### src/rtl/week_counter_if.sv
// Signal bundle between the upstream 7-state counter, the week_counter and its consumer.
// master drives the upstream state and enable; slave is the week_counter side.
interface week_counter_if;
  logic       y1;
  logic       y2;
  logic       y3;
  logic       en;
  logic [3:0] wk_ones;
  logic [3:0] wk_tens;
  logic       week_tick;
  logic       carry;
  logic       err;

  modport master (
    output y1, y2, y3, en,
    input  wk_ones, wk_tens, week_tick, carry, err
  );

  modport slave (
    input  y1, y2, y3, en,
    output wk_ones, wk_tens, week_tick, carry, err
  );
endinterface

### src/rtl/week_counter.sv
// Counts 6->0 wraps of an upstream 7-state counter into a BCD week count modulo MAX_WEEKS.
// Define WEEK_COUNTER_SEQCHK_EN to build the sticky illegal-sequence checker.
module week_counter #(
  parameter int unsigned MAX_WEEKS = 52
) (
  input logic          Cp,
  input logic          _R,
  week_counter_if.slave bus
);

  localparam logic [3:0] LastTens = 4'((MAX_WEEKS - 1) / 10);
  localparam logic [3:0] LastOnes = 4'((MAX_WEEKS - 1) % 10);

`ifdef WEEK_COUNTER_SEQCHK_EN
  typedef enum logic [1:0] {StInit, StRun, StErr} state_e;
`else
  typedef enum logic [0:0] {StInit, StRun} state_e;
`endif

  state_e     state_q, state_d;
  logic [2:0] prev_q, prev_d;
  logic [3:0] ones_q, ones_d;
  logic [3:0] tens_q, tens_d;
  logic       tick_q, tick_d;
  logic       carry_q, carry_d;
  logic [2:0] c;
  logic       hit;

  assign c   = {bus.y3, bus.y2, bus.y1};
  assign hit = (prev_q == 3'd6) && (c == 3'd0) && bus.en;

`ifdef WEEK_COUNTER_SEQCHK_EN
  logic       err_q, err_d;
  logic [2:0] seq_next;
  logic       seq_ok;

  assign seq_next = (prev_q == 3'd6) ? 3'd0 : prev_q + 3'd1;
  // c==0 is also accepted: the upstream counter may have been reset.
  assign seq_ok   = (c == seq_next) || (c == 3'd0);
`endif

  always_comb begin
    state_d = state_q;
    prev_d  = prev_q;
    ones_d  = ones_q;
    tens_d  = tens_q;
    tick_d  = 1'b0;
    carry_d = 1'b0;
`ifdef WEEK_COUNTER_SEQCHK_EN
    err_d   = err_q;
`endif
    unique case (state_q)
      StInit: begin
        prev_d  = c;
        state_d = StRun;
      end
      StRun: begin
        prev_d = c;
`ifdef WEEK_COUNTER_SEQCHK_EN
        if (!seq_ok) begin
          state_d = StErr;
          err_d   = 1'b1;
        end else
`endif
        if (hit) begin
          tick_d = 1'b1;
          if (tens_q == LastTens && ones_q == LastOnes) begin
            ones_d  = 4'd0;
            tens_d  = 4'd0;
            carry_d = 1'b1;
          end else if (ones_q == 4'd9) begin
            ones_d = 4'd0;
            tens_d = tens_q + 4'd1;
          end else begin
            ones_d = ones_q + 4'd1;
          end
        end
      end
`ifdef WEEK_COUNTER_SEQCHK_EN
      StErr: begin
        // Frozen until reset; defaults already hold everything.
      end
`endif
      default: state_d = StInit;
    endcase
  end

  always_ff @(posedge Cp) begin
    if (!_R) begin
      state_q <= StInit;
      prev_q  <= 3'd0;
      ones_q  <= 4'd0;
      tens_q  <= 4'd0;
      tick_q  <= 1'b0;
      carry_q <= 1'b0;
`ifdef WEEK_COUNTER_SEQCHK_EN
      err_q   <= 1'b0;
`endif
    end else begin
      state_q <= state_d;
      prev_q  <= prev_d;
      ones_q  <= ones_d;
      tens_q  <= tens_d;
      tick_q  <= tick_d;
      carry_q <= carry_d;
`ifdef WEEK_COUNTER_SEQCHK_EN
      err_q   <= err_d;
`endif
    end
  end

  assign bus.wk_ones   = ones_q;
  assign bus.wk_tens   = tens_q;
  assign bus.week_tick = tick_q;
  assign bus.carry     = carry_q;
`ifdef WEEK_COUNTER_SEQCHK_EN
  assign bus.err       = err_q;
`else
  assign bus.err       = 1'b0;
`endif

endmodule

### src/flat_wrapper.sv
// flat-port wrapper written by rule: the top's interface ports become plain ports
module week_counter_flat 
#(
  parameter int unsigned MAX_WEEKS = 52
)
  (Cp, _R, bus_y1, bus_y2, bus_y3, bus_en, bus_wk_ones, bus_wk_tens, bus_week_tick, bus_carry, bus_err);
  week_counter_if bus_i ();
  input logic Cp;
  input logic _R;
  input wire logic [$bits(bus_i.y1)-1:0] bus_y1;
  input wire logic [$bits(bus_i.y2)-1:0] bus_y2;
  input wire logic [$bits(bus_i.y3)-1:0] bus_y3;
  input wire logic [$bits(bus_i.en)-1:0] bus_en;
  output wire logic [$bits(bus_i.wk_ones)-1:0] bus_wk_ones;
  output wire logic [$bits(bus_i.wk_tens)-1:0] bus_wk_tens;
  output wire logic [$bits(bus_i.week_tick)-1:0] bus_week_tick;
  output wire logic [$bits(bus_i.carry)-1:0] bus_carry;
  output wire logic [$bits(bus_i.err)-1:0] bus_err;
  assign bus_i.y1 = bus_y1;
  assign bus_i.y2 = bus_y2;
  assign bus_i.y3 = bus_y3;
  assign bus_i.en = bus_en;
  assign bus_wk_ones = bus_i.wk_ones;
  assign bus_wk_tens = bus_i.wk_tens;
  assign bus_week_tick = bus_i.week_tick;
  assign bus_carry = bus_i.carry;
  assign bus_err = bus_i.err;
  week_counter #(.MAX_WEEKS(MAX_WEEKS)) u_core (.Cp(Cp), ._R(_R), .bus(bus_i));
endmodule
### config.mk
export PLATFORM = sky130hd
export DESIGN_NAME = week_counter_flat
export DESIGN_NICKNAME = d
export VERILOG_FILES = /design/src/rtl/week_counter_if.sv /design/src/rtl/week_counter.sv /design/src/flat_wrapper.sv
export SDC_FILE = /design/constraint.sdc
export NUM_CORES = 1
export LEC_CHECK = 0
export ABC_CLOCK_PERIOD_IN_PS = 2400
export BUFFER_PORTS_ARGS = -buffer_cell sky130_fd_sc_hd__buf_2
export CELL_PAD_IN_SITES_DETAIL_PLACEMENT = 1
export CELL_PAD_IN_SITES_GLOBAL_PLACEMENT = 1
export CORE_MARGIN = 2
export CORE_UTILIZATION = 40
export CTS_CLUSTER_SIZE = 40
export DETAILED_ROUTE_END_ITERATION = 6
export GPL_TIMING_DRIVEN = 1
export HOLD_SLACK_MARGIN = 0.06
export PLACE_DENSITY_LB_ADDON = 0.1
export SYNTH_ARGS = -nofsm -noshare
export SYNTH_HDL_FRONTEND = slang
export SYNTH_SLANG_ARGS = --single-unit
export TNS_END_PERCENT = 20
### constraint.sdc
create_clock -name Cp -period 2.4 [get_ports Cp]
set_input_delay 0.72 -clock Cp [delete_from_list [all_inputs] [get_ports Cp]]
set_output_delay 0.72 -clock Cp [all_outputs]
set_load 0.03 [all_outputs]
After elaboration in Yosys (flattened, before gate mapping)

Index checks and enable logic that the tools add are counted.
W data, S select, Z words.

Register bits after elaboration: 14
Latch bits: 0
RAM bits: 0
Bits in read-only memories: 0
Memories: 0

Add/subtract/negate cells: 2
$mul: 0
Div/mod/pow operators: 0
$lt $le $gt $ge: 0
Equal/unequal tests: 4
Shift operators: 0
Multiplexer cells: 7
Bitwise logic cells: 0
Reductions and logical operators: 9

Operators with widths:

| kind                  | number |
|---|---|
| $mux W4               | 4 |
| $add A4 B1 Y4 const B | 2 |
| $reduce_and A3 Y1     | 2 |
| $eq A4 B1 Y1 const B  | 1 |
| $eq A4 B3 Y1 const B  | 1 |
| $eq A4 B4 Y1 const B  | 1 |
| $reduce_and A2 Y1     | 2 |
| $eq A3 B3 Y1 const B  | 1 |
| $logic_and A1 B1 Y1   | 3 |
| $logic_not A3 Y1      | 1 |
| $mux W1               | 3 |
| $reduce_bool A2 Y1    | 1 |

Depth between registers and ports, before layout

Gate-level depths: netlist of run 1.

Word-level depth: 4
Mapped depth: 5

Worst setup path before layout of run 1

OpenSTA, ideal clock, no wires.

Path type: input to register
Start: input bus_y2
End: register u_core.ones_q[3] (netlist: u_core.bus.wk_ones[3])
Library setup time: 0.122 ns
Data arrival time: 1.463 ns
Data required time: 2.278 ns
Slack: 0.815 ns
Stages: 3
Path buffers: 0
Cells stage by stage: and4bb_2 and2_2 a311o_1

Word-level cells in the longest chain between the ends: 4

Ends and longest elaborated chain:

| element                          | line                | RTL |
|---|---|---|
| start: declaration               | flat_wrapper.sv:11  | `input wire logic [$bits(bus_i.y2)-1:0] bus_y2;` |
| $logic_not A3 Y1                 | week_counter.sv:30  | `assign hit = (prev_q == 3'd6) && (c == 3'd0) && bus.en;` |
| $logic_and A1 B1 Y1 (2 in a row) | week_counter.sv:30  |  |
| $reduce_and A2 Y1 (no line)      | -                   |  |
| end signal: assignment           | week_counter.sv:102 | `ones_q <= ones_d;` |
| end: declaration                 | week_counter.sv:22  | `logic [3:0] ones_q, ones_d;` |

No other way between the ends.
A chain may end at the register's enable or synchronous reset.

Worst setup path in the final report of run 1

Start: register u_core.ones_q[2] (netlist: u_core.bus.wk_ones[2])
End: output bus_wk_ones[2]

RTL lines:

| element          | line               | RTL |
|---|---|---|
| end: declaration | flat_wrapper.sv:14 | `output wire logic [$bits(bus_i.wk_ones)-1:0] bus_wk_ones;` |

No word-level cell between the ends.

==> impl_metrics.json, run 1 <==
{
  "synth_nets": 84,
  "setup_violations": 0,
  "critical_path_max_stage_delay_ns": 0.47,
  "h-tree-depth": 1,
  "reg2reg_from": "u_core.bus.wk_ones[1]",
  "crit_path_max_fanout": 9,
  "clk_path_buf_depth": 2,
  "initial_utilization": 0.425,
  "netlist_area_um2": 734,
  "place_hpwl_um": 1160,
  "drive_gt1_frac": 0.337,
  "die_area_um2": 2190,
  "tritoncts_clock_tree": "built",
  "cts-hold-fix-buffers": 0,
  "antenna_found_initial": 0,
  "fp.coreArea_um2": 1730,
  "finalPower_mw": 0.424,
  "setup.worst_path.class": "register to output pin",
  "finalWirelength_um": 1590,
  "yosys_warnings": 0,
  "reg2reg_setup_slack_ns": 0.90,
  "critPathArrivalTime_ns": 1.00,
  "fin_ws_ns": 0.684,
  "grt_overflow": 0,
  "design.final.nets": 100,
  "grt_util_all_layers": 0.162,
  "ys_ff_latch": 14,
  "number_of_buffers_added_for_setup_after_cts": 0,
  "cell_family_contributing_the_most_delay_on_the_critical_path": "flip-flops",
  "worst_clock_skew_ns": 0.000929,
  "worstHoldPathCells": 2,
  "worstHoldPathType": "register to register",
  "hold_path.startpoint": "u_core.bus.wk_tens[3]",
  "asyncSetResetFlopFracSynth": 0,
  "critPathLaunchType": "register",
  "grt_first_pass_wirelength_um": 2490,
  "most_used_dff_post_synth": "sky130_fd_sc_hd__dfxtp_1",
  "place.gp.congestion": 0.728,
  "rsz0062_at_grt": "false",
  "maxSlewViolCount": 0,
  "area_delta_synth_final_pct": 14.7,
  "drc_errors": 0,
  "power_density_nw_per_um2": 503,
  "hold_viol_final": 0,
  "run_status": "finished clean",
  "power.ir.vdd_worst_uv": 233,
  "fmax_ghz": 0.583,
  "drv.max_cap_violation_count": 0,
  "chipHeight_um": 46.9,
  "dpl_worst_slack_ns": 0.512,
  "avgRoutedWirePerCell_um": 14.0,
  "timing.final.crit_period_ns": 1.72,
  "placement.io_buffers": 15,
  "cp_slowest_cell": "sky130_fd_sc_hd__dfxtp_1",
  "finalCritPeriodShare": 0.715,
  "n_diodes": 0,
  "drtAntennaViolNets": 0,
  "worst_skew_pair.late_latency_ns": 0.27,
  "r2r-end": "u_core.bus.wk_ones[3]",
  "leakage_nw": 0.371,
  "dr_total_vias": 618,
  "synth-edff-count": 0,
  "hold-path-endpoint": "u_core.bus.wk_tens[3]",
  "clockRootBuffer": "sky130_fd_sc_hd__clkbuf_4",
  "setup_tns_ns": 0,
  "reg2reg_depth": 5,
  "clock_buffer_count_from_cts": 3,
  "detail_route.iter0.violations": 6,
  "crit_required_ns": 1.68,
  "tritoncts_num_sinks": 14,
  "i_o_pins": 17,
  "ys_types": 38,
  "post_synth.cell_area_avg_um2": 9.93,
  "number_of_global_route_vias_before_repair": 568,
  "worstPathCellList": "buf_2",
  "drt_first_pass_iters": 4,
  "placement_rows": 15,
  "synth.yosys.seq_area_share": 0.382,
  "post_cts_resized": 0,
  "register_clock_pin_slew_on_the_reported_worst_setup_and_hold_paths_ns": 0.09,
  "routed_via_density": 5.42,
  "timing.critical_path.buf_inv": 1,
  "grt_max_degree": 19,
  "critPathCaptureType": "output pin",
  "gate_count_post_synth": 74,
  "die_x_extent_um": 46.9
}
==> final cells by class <==
| class | count | area (um2) |
|---|---|---|
| fillers | 218 | 885 |
| multi-input cells | 52 | 404 |
| flip-flops and latches | 14 | 280 |
| repair buffers | 15 | 75.1 |
| clock buffers | 4 | 36.3 |
| well taps | 25 | 31.3 |
| inverters | 4 | 15.0 |
==> registers in the layout, indices dropped and copies added, names as in the netlist <==
register / flops
u_core.bus.wk_tens: 4
u_core.bus.carry: 1
u_core.bus.week_tick: 1
u_core.prev_q: 3
u_core.state_q: 1
u_core.bus.wk_ones: 4
==> power breakdown <==
group	internal, mW	total, mW	leakage (nW)	switching, mW
logic	0.00700	0.0189	0.237	0.0119
clock network	0.0920	0.168	0.0210	0.0762
registers	0.236	0.236	0.114	0.000714
==> worst max path at each step <==
stage	end	depth (start not counted)	from
2_1_floorplan	u_core.bus.wk_ones[3]	3	bus_y2
3_3_place_gp	u_core.bus.wk_ones[3]	4	bus_y2
3_5_place_dp	u_core.bus.wk_ones[3]	4	bus_y2
4_1_cts	bus_wk_ones[2]	1	u_core.bus.wk_ones[2]
5_1_grt	bus_wk_ones[2]	1	u_core.bus.wk_ones[2]
6_report	bus_wk_ones[2]	1	u_core.bus.wk_ones[2]
==> per-layer routing <==
metal | wire length (um) | GRT usage
met3 | 88 | 0.0462
met4 | 18 | 0.0778
met5 | 0 | 0
met2 | 750 | 0.241
met1 | 736 | 0.216
==> layout by cell type (no fill, tap or decap) <==
| cell type | n |
|---|---|
| sky130_fd_sc_hd__and2_2 | 2 |
| sky130_fd_sc_hd__and4b_1 | 1 |
| sky130_fd_sc_hd__nor2_1 | 1 |
| sky130_fd_sc_hd__clkbuf_8 | 1 |
| sky130_fd_sc_hd__clkbuf_4 | 3 |
| sky130_fd_sc_hd__a211oi_1 | 1 |
| sky130_fd_sc_hd__o41ai_2 | 1 |
| sky130_fd_sc_hd__and3_2 | 1 |
| sky130_fd_sc_hd__and3b_2 | 1 |
| sky130_fd_sc_hd__mux2i_1 | 1 |
| sky130_fd_sc_hd__o22ai_1 | 1 |
| sky130_fd_sc_hd__dfxtp_1 | 14 |
| sky130_fd_sc_hd__a21o_2 | 1 |
| sky130_fd_sc_hd__nand4bb_1 | 1 |
| sky130_fd_sc_hd__and4_1 | 1 |
| sky130_fd_sc_hd__a21oi_1 | 1 |
| sky130_fd_sc_hd__conb_1 | 1 |
| sky130_fd_sc_hd__buf_2 | 15 |
| sky130_fd_sc_hd__nand2b_1 | 3 |
| sky130_fd_sc_hd__nor2b_1 | 2 |
| sky130_fd_sc_hd__nand3_2 | 1 |
| sky130_fd_sc_hd__a311oi_1 | 2 |
| sky130_fd_sc_hd__nand4b_1 | 2 |
| sky130_fd_sc_hd__or2_2 | 1 |
| sky130_fd_sc_hd__o32ai_1 | 1 |
| sky130_fd_sc_hd__a31o_2 | 1 |
| sky130_fd_sc_hd__a31oi_1 | 1 |
| sky130_fd_sc_hd__inv_1 | 4 |
| sky130_fd_sc_hd__or2_0 | 1 |
| sky130_fd_sc_hd__o221ai_1 | 1 |
| sky130_fd_sc_hd__nand4_1 | 3 |
| sky130_fd_sc_hd__nand2_1 | 6 |
| sky130_fd_sc_hd__a311o_1 | 1 |
| sky130_fd_sc_hd__and4bb_2 | 2 |
| sky130_fd_sc_hd__ha_1 | 4 |
| sky130_fd_sc_hd__and3_1 | 1 |
| sky130_fd_sc_hd__and2_1 | 3 |
| sky130_fd_sc_hd__o211ai_1 | 1 |
==> worst register-to-register path, delay by kind of cell (launching register included) <==
family                     cells  cell delay, ns
AOI/OAI and AO/OA              2            0.47
adders and majority gates      1            0.22
buffers and inverters          1            0.08
DFF                            1            0.40
and+or+nand+nor                1            0.28
==> Yosys cell counts (2+ instances only) <==
master,instances,share of area
sky130_fd_sc_hd__a311oi_1,2,0.024
sky130_fd_sc_hd__and2_1,3,0.026
sky130_fd_sc_hd__and2_2,2,0.020
sky130_fd_sc_hd__and4bb_2,2,0.034
sky130_fd_sc_hd__buf_6,2,0.031
sky130_fd_sc_hd__dfxtp_1,14,0.38
sky130_fd_sc_hd__ha_1,4,0.068
sky130_fd_sc_hd__inv_1,4,0.020
sky130_fd_sc_hd__nand2_1,6,0.031
sky130_fd_sc_hd__nand2b_1,3,0.026
sky130_fd_sc_hd__nand4_1,3,0.026
sky130_fd_sc_hd__nand4b_1,2,0.024
sky130_fd_sc_hd__nor2b_1,2,0.017
==> cell families after synthesis <==
family,Yosys count,synth area share
simple gates,33,0.312
fa+ha+maj,4,0.0681
buf+inv,8,0.0681
flops,14,0.382
compound gates,13,0.152
other cells,1,0.00511
mux,1,0.0136
==> stage by stage <==
step	std cells	cell area (um2)	util	hold slack, ns
final	114	842	0.488	0.514
after global routing	114	842	0.488	0.549
after CTS	114	842	0.488	0.519
after detailed placement	110	806	0.467	0.505
after global placement	110	806	0.467	0.476
after floorplan	74	734	-	0.595
Note: power is estimated with default switching activity, not from simulation.
==> run 2: changes to the inputs <==
--- a/config.mk
+++ b/config.mk
@@ -5,12 +5,12 @@
 export SDC_FILE = /design/constraint.sdc
 export NUM_CORES = 1
 export LEC_CHECK = 0
-export ABC_CLOCK_PERIOD_IN_PS = 2400
+export ABC_CLOCK_PERIOD_IN_PS = 1400
 export BUFFER_PORTS_ARGS = -buffer_cell sky130_fd_sc_hd__buf_2
 export CELL_PAD_IN_SITES_DETAIL_PLACEMENT = 1
 export CELL_PAD_IN_SITES_GLOBAL_PLACEMENT = 1
 export CORE_MARGIN = 2
-export CORE_UTILIZATION = 40
+export CORE_UTILIZATION = 35
 export CTS_CLUSTER_SIZE = 40
 export DETAILED_ROUTE_END_ITERATION = 6
 export GPL_TIMING_DRIVEN = 1
==> constraint.sdc (replaced) <==
create_clock -name Cp -period 1.4 [get_ports Cp]
set_input_delay 0.42 -clock Cp [delete_from_list [all_inputs] [get_ports Cp]]
set_output_delay 0.42 -clock Cp [all_outputs]
set_load 0.03 [all_outputs]
==> impl_metrics.json, run 2 (synthesis gave the netlist of run 1 again) <==
{
  "run_status": "finished clean",
  "worst_skew_pair.late_latency_ns": 0.29,
  "placement_rows": 16,
  "mostFrequentLayoutCell": "sky130_fd_sc_hd__buf_2",
  "place_hpwl_um": 1350,
  "clockPowerShare": 0.399,
  "critical_path_max_stage_delay_ns": 0.44,
  "worst_clock_skew_ns": 0.00948,
  "setup.worst_path.class": "register to output pin",
  "drtAntennaViolNets": 0,
  "h-tree-depth": 1,
  "grt_util_all_layers": 0.151,
  "initial_utilization": 0.374,
  "area.sequential_um2": 288,
  "fp.coreArea_um2": 1960,
  "routed_via_density": 4.98,
  "maxSlewViolCount": 0,
  "grt_max_degree": 14,
  "r2r-end": "u_core.bus.wk_tens[0]",
  "critPathArrivalTime_ns": 0.97,
  "placement.io_buffers": 15,
  "drt_first_pass_iters": 4,
  "register_clock_pin_slew_on_the_reported_worst_setup_and_hold_paths_ns": 0.09,
  "die_area_um2": 2480,
  "pwr-share-seq": 0.547,
  "drt-met1-wl_um": 786,
  "worstPathCellList": "buf_2",
  "hold_viol_final": 0,
  "grt_overflow": 0,
  "clockRootBuffer": "sky130_fd_sc_hd__clkbuf_4",
  "drc_errors": 0,
  "grt_first_pass_wirelength_um": 2770,
  "power.switching_mw": 0.160,
  "crit_required_ns": 0.98,
  "worstHoldPathCells": 2,
  "leakage_nw": 0.417,
  "swShare": 0.217,
  "filler_cell_count": 244,
  "power.ir.vdd_worst_uv": 647,
  "detail_route.iter0.violations": 3,
  "dpl-instance-area_um2": 873,
  "multi_input_comb_area_um2": 414,
  "antenna_found_initial": 0,
  "rsz0062_at_grt": "true",
  "non_filler_cell_area_final_um2": 925,
  "share_comb_of_total_power": 0.054,
  "reg2reg_setup_slack_ns": 0.09,
  "crit_path_max_fanout": 6,
  "finalWirelength_um": 1690,
  "clk_path_buf_depth": 2,
  "design.final.nets": 108,
  "drv.max_cap_violation_count": 0,
  "number_of_global_route_vias_before_repair": 602,
  "dpl_worst_slack_ns": -0.0981,
  "hold-path-endpoint": "u_core.prev_q[2]",
  "fmax_ghz": 0.721,
  "fin_ws_ns": 0.0137,
  "routed-wl-met3_um": 74,
  "hold_path.startpoint": "bus_y3",
  "fin_util": 0.471,
  "area_delta_synth_final_pct": 25.9,
  "setup_violations": 0,
  "avgRoutedWirePerCell_um": 13.6,
  "n_diodes": 0,
  "i_o_pins": 17,
  "critPathCaptureType": "output pin",
  "chipHeight_um": 49.8,
  "drive_gt1_frac": 0.454,
  "place.gp.congestion": 0.811,
  "clock_buffer_count_from_cts": 3,
  "whs_ns": 0.352,
  "finalCritPeriodShare": 0.990,
  "routed.top_layer": "met4",
  "reg2reg_from": "u_core.bus.wk_ones[1]",
  "die_x_extent_um": 49.8,
  "cell_family_contributing_the_most_delay_on_the_critical_path": "flip-flops",
  "met2WireLength_um": 818,
  "number_of_buffers_added_for_setup_after_cts": 0,
  "timing.critical_path.buf_inv": 1,
  "power_report.internal_total_mw": 0.577,
  "cp_slowest_cell": "sky130_fd_sc_hd__dfxtp_1",
  "timing.final.crit_period_ns": 1.39,
  "cts-hold-fix-buffers": 0,
  "critPathLaunchType": "register",
  "reg2reg_depth": 5,
  "dr_total_vias": 618,
  "tritoncts_clock_tree": "built",
  "tritoncts_num_sinks": 14,
  "mostFrequentLayoutCells": "sky130_fd_sc_hd__buf_2, sky130_fd_sc_hd__dfxtp_1, sky130_fd_sc_hd__buf_4, sky130_fd_sc_hd__nand2_1",
  "power_density_nw_per_um2": 797,
  "worstHoldPathType": "primary input to register"
}
==> run 2: changes by cell type in the layout (fill, tap and decap cells not counted), sizes merged <==
cell,change
buf,+8
==> run 2: timing repair <==
action | 4_1_cts | 5_1_grt
resized for setup | 2 | 3
cloned | 0 | 0
setup endpoints to repair | 2 | 8
pin swaps | 0 | 2
==> run 2: how the worst max path moves through the flow <==
stage                                      from               endpoint  slack [ns]  cells past startpoint
final                     u_core.bus.wk_ones[3]         bus_wk_ones[3]        0.01                      1
after global routing      u_core.bus.wk_ones[3]         bus_wk_ones[3]       -0.03                      1
after CTS                 u_core.bus.wk_ones[3]         bus_wk_ones[3]       0.007                      1
after detailed placement                 bus_y2  u_core.bus.wk_ones[3]        -0.1                      4
after global placement                   bus_y2  u_core.bus.wk_tens[0]       -0.05                      4
after floorplan           u_core.bus.wk_tens[0]  u_core.bus.wk_tens[0]        0.01                      4
==> run 2: final cells by class <==
cell class                      instances  share of cell area
Inverter                                4              0.0162
Timing Repair Buffer                   23               0.149
Tap cell                               27              0.0365
Multi-Input combinational cell         52               0.448
Clock buffer                            4              0.0392
Sequential cell                        14               0.311
==> run 2: routing by layer <==
layer	up-vias	track usage
li1	314	-
met1	291	0.179
met2	10	0.256
met3	3	0.0636
met4	0	0.0278
met5	-	0
==> run 2: power by group through the flow <==
stage	registers (mW)	logic, mW	clock network, mW
6_report	0.403	0.0397	0.294
5_1_grt	0.404	0.0438	0.331
4_1_cts	0.403	0.0396	0.304
3_5_place_dp	0.413	0.0393	0
3_3_place_gp	0.413	0.0387	0
2_1_floorplan	0.412	0.0245	0
==> run 2: per-stage QoR <==
stage,TNS (ns),power (mW),cells
after floorplan,0,0.437,74
after global placement,-0.126,0.451,120
after detailed placement,-0.214,0.452,120
after CTS,0,0.747,124
after global routing,-0.0397,0.778,124
final,0,0.737,124
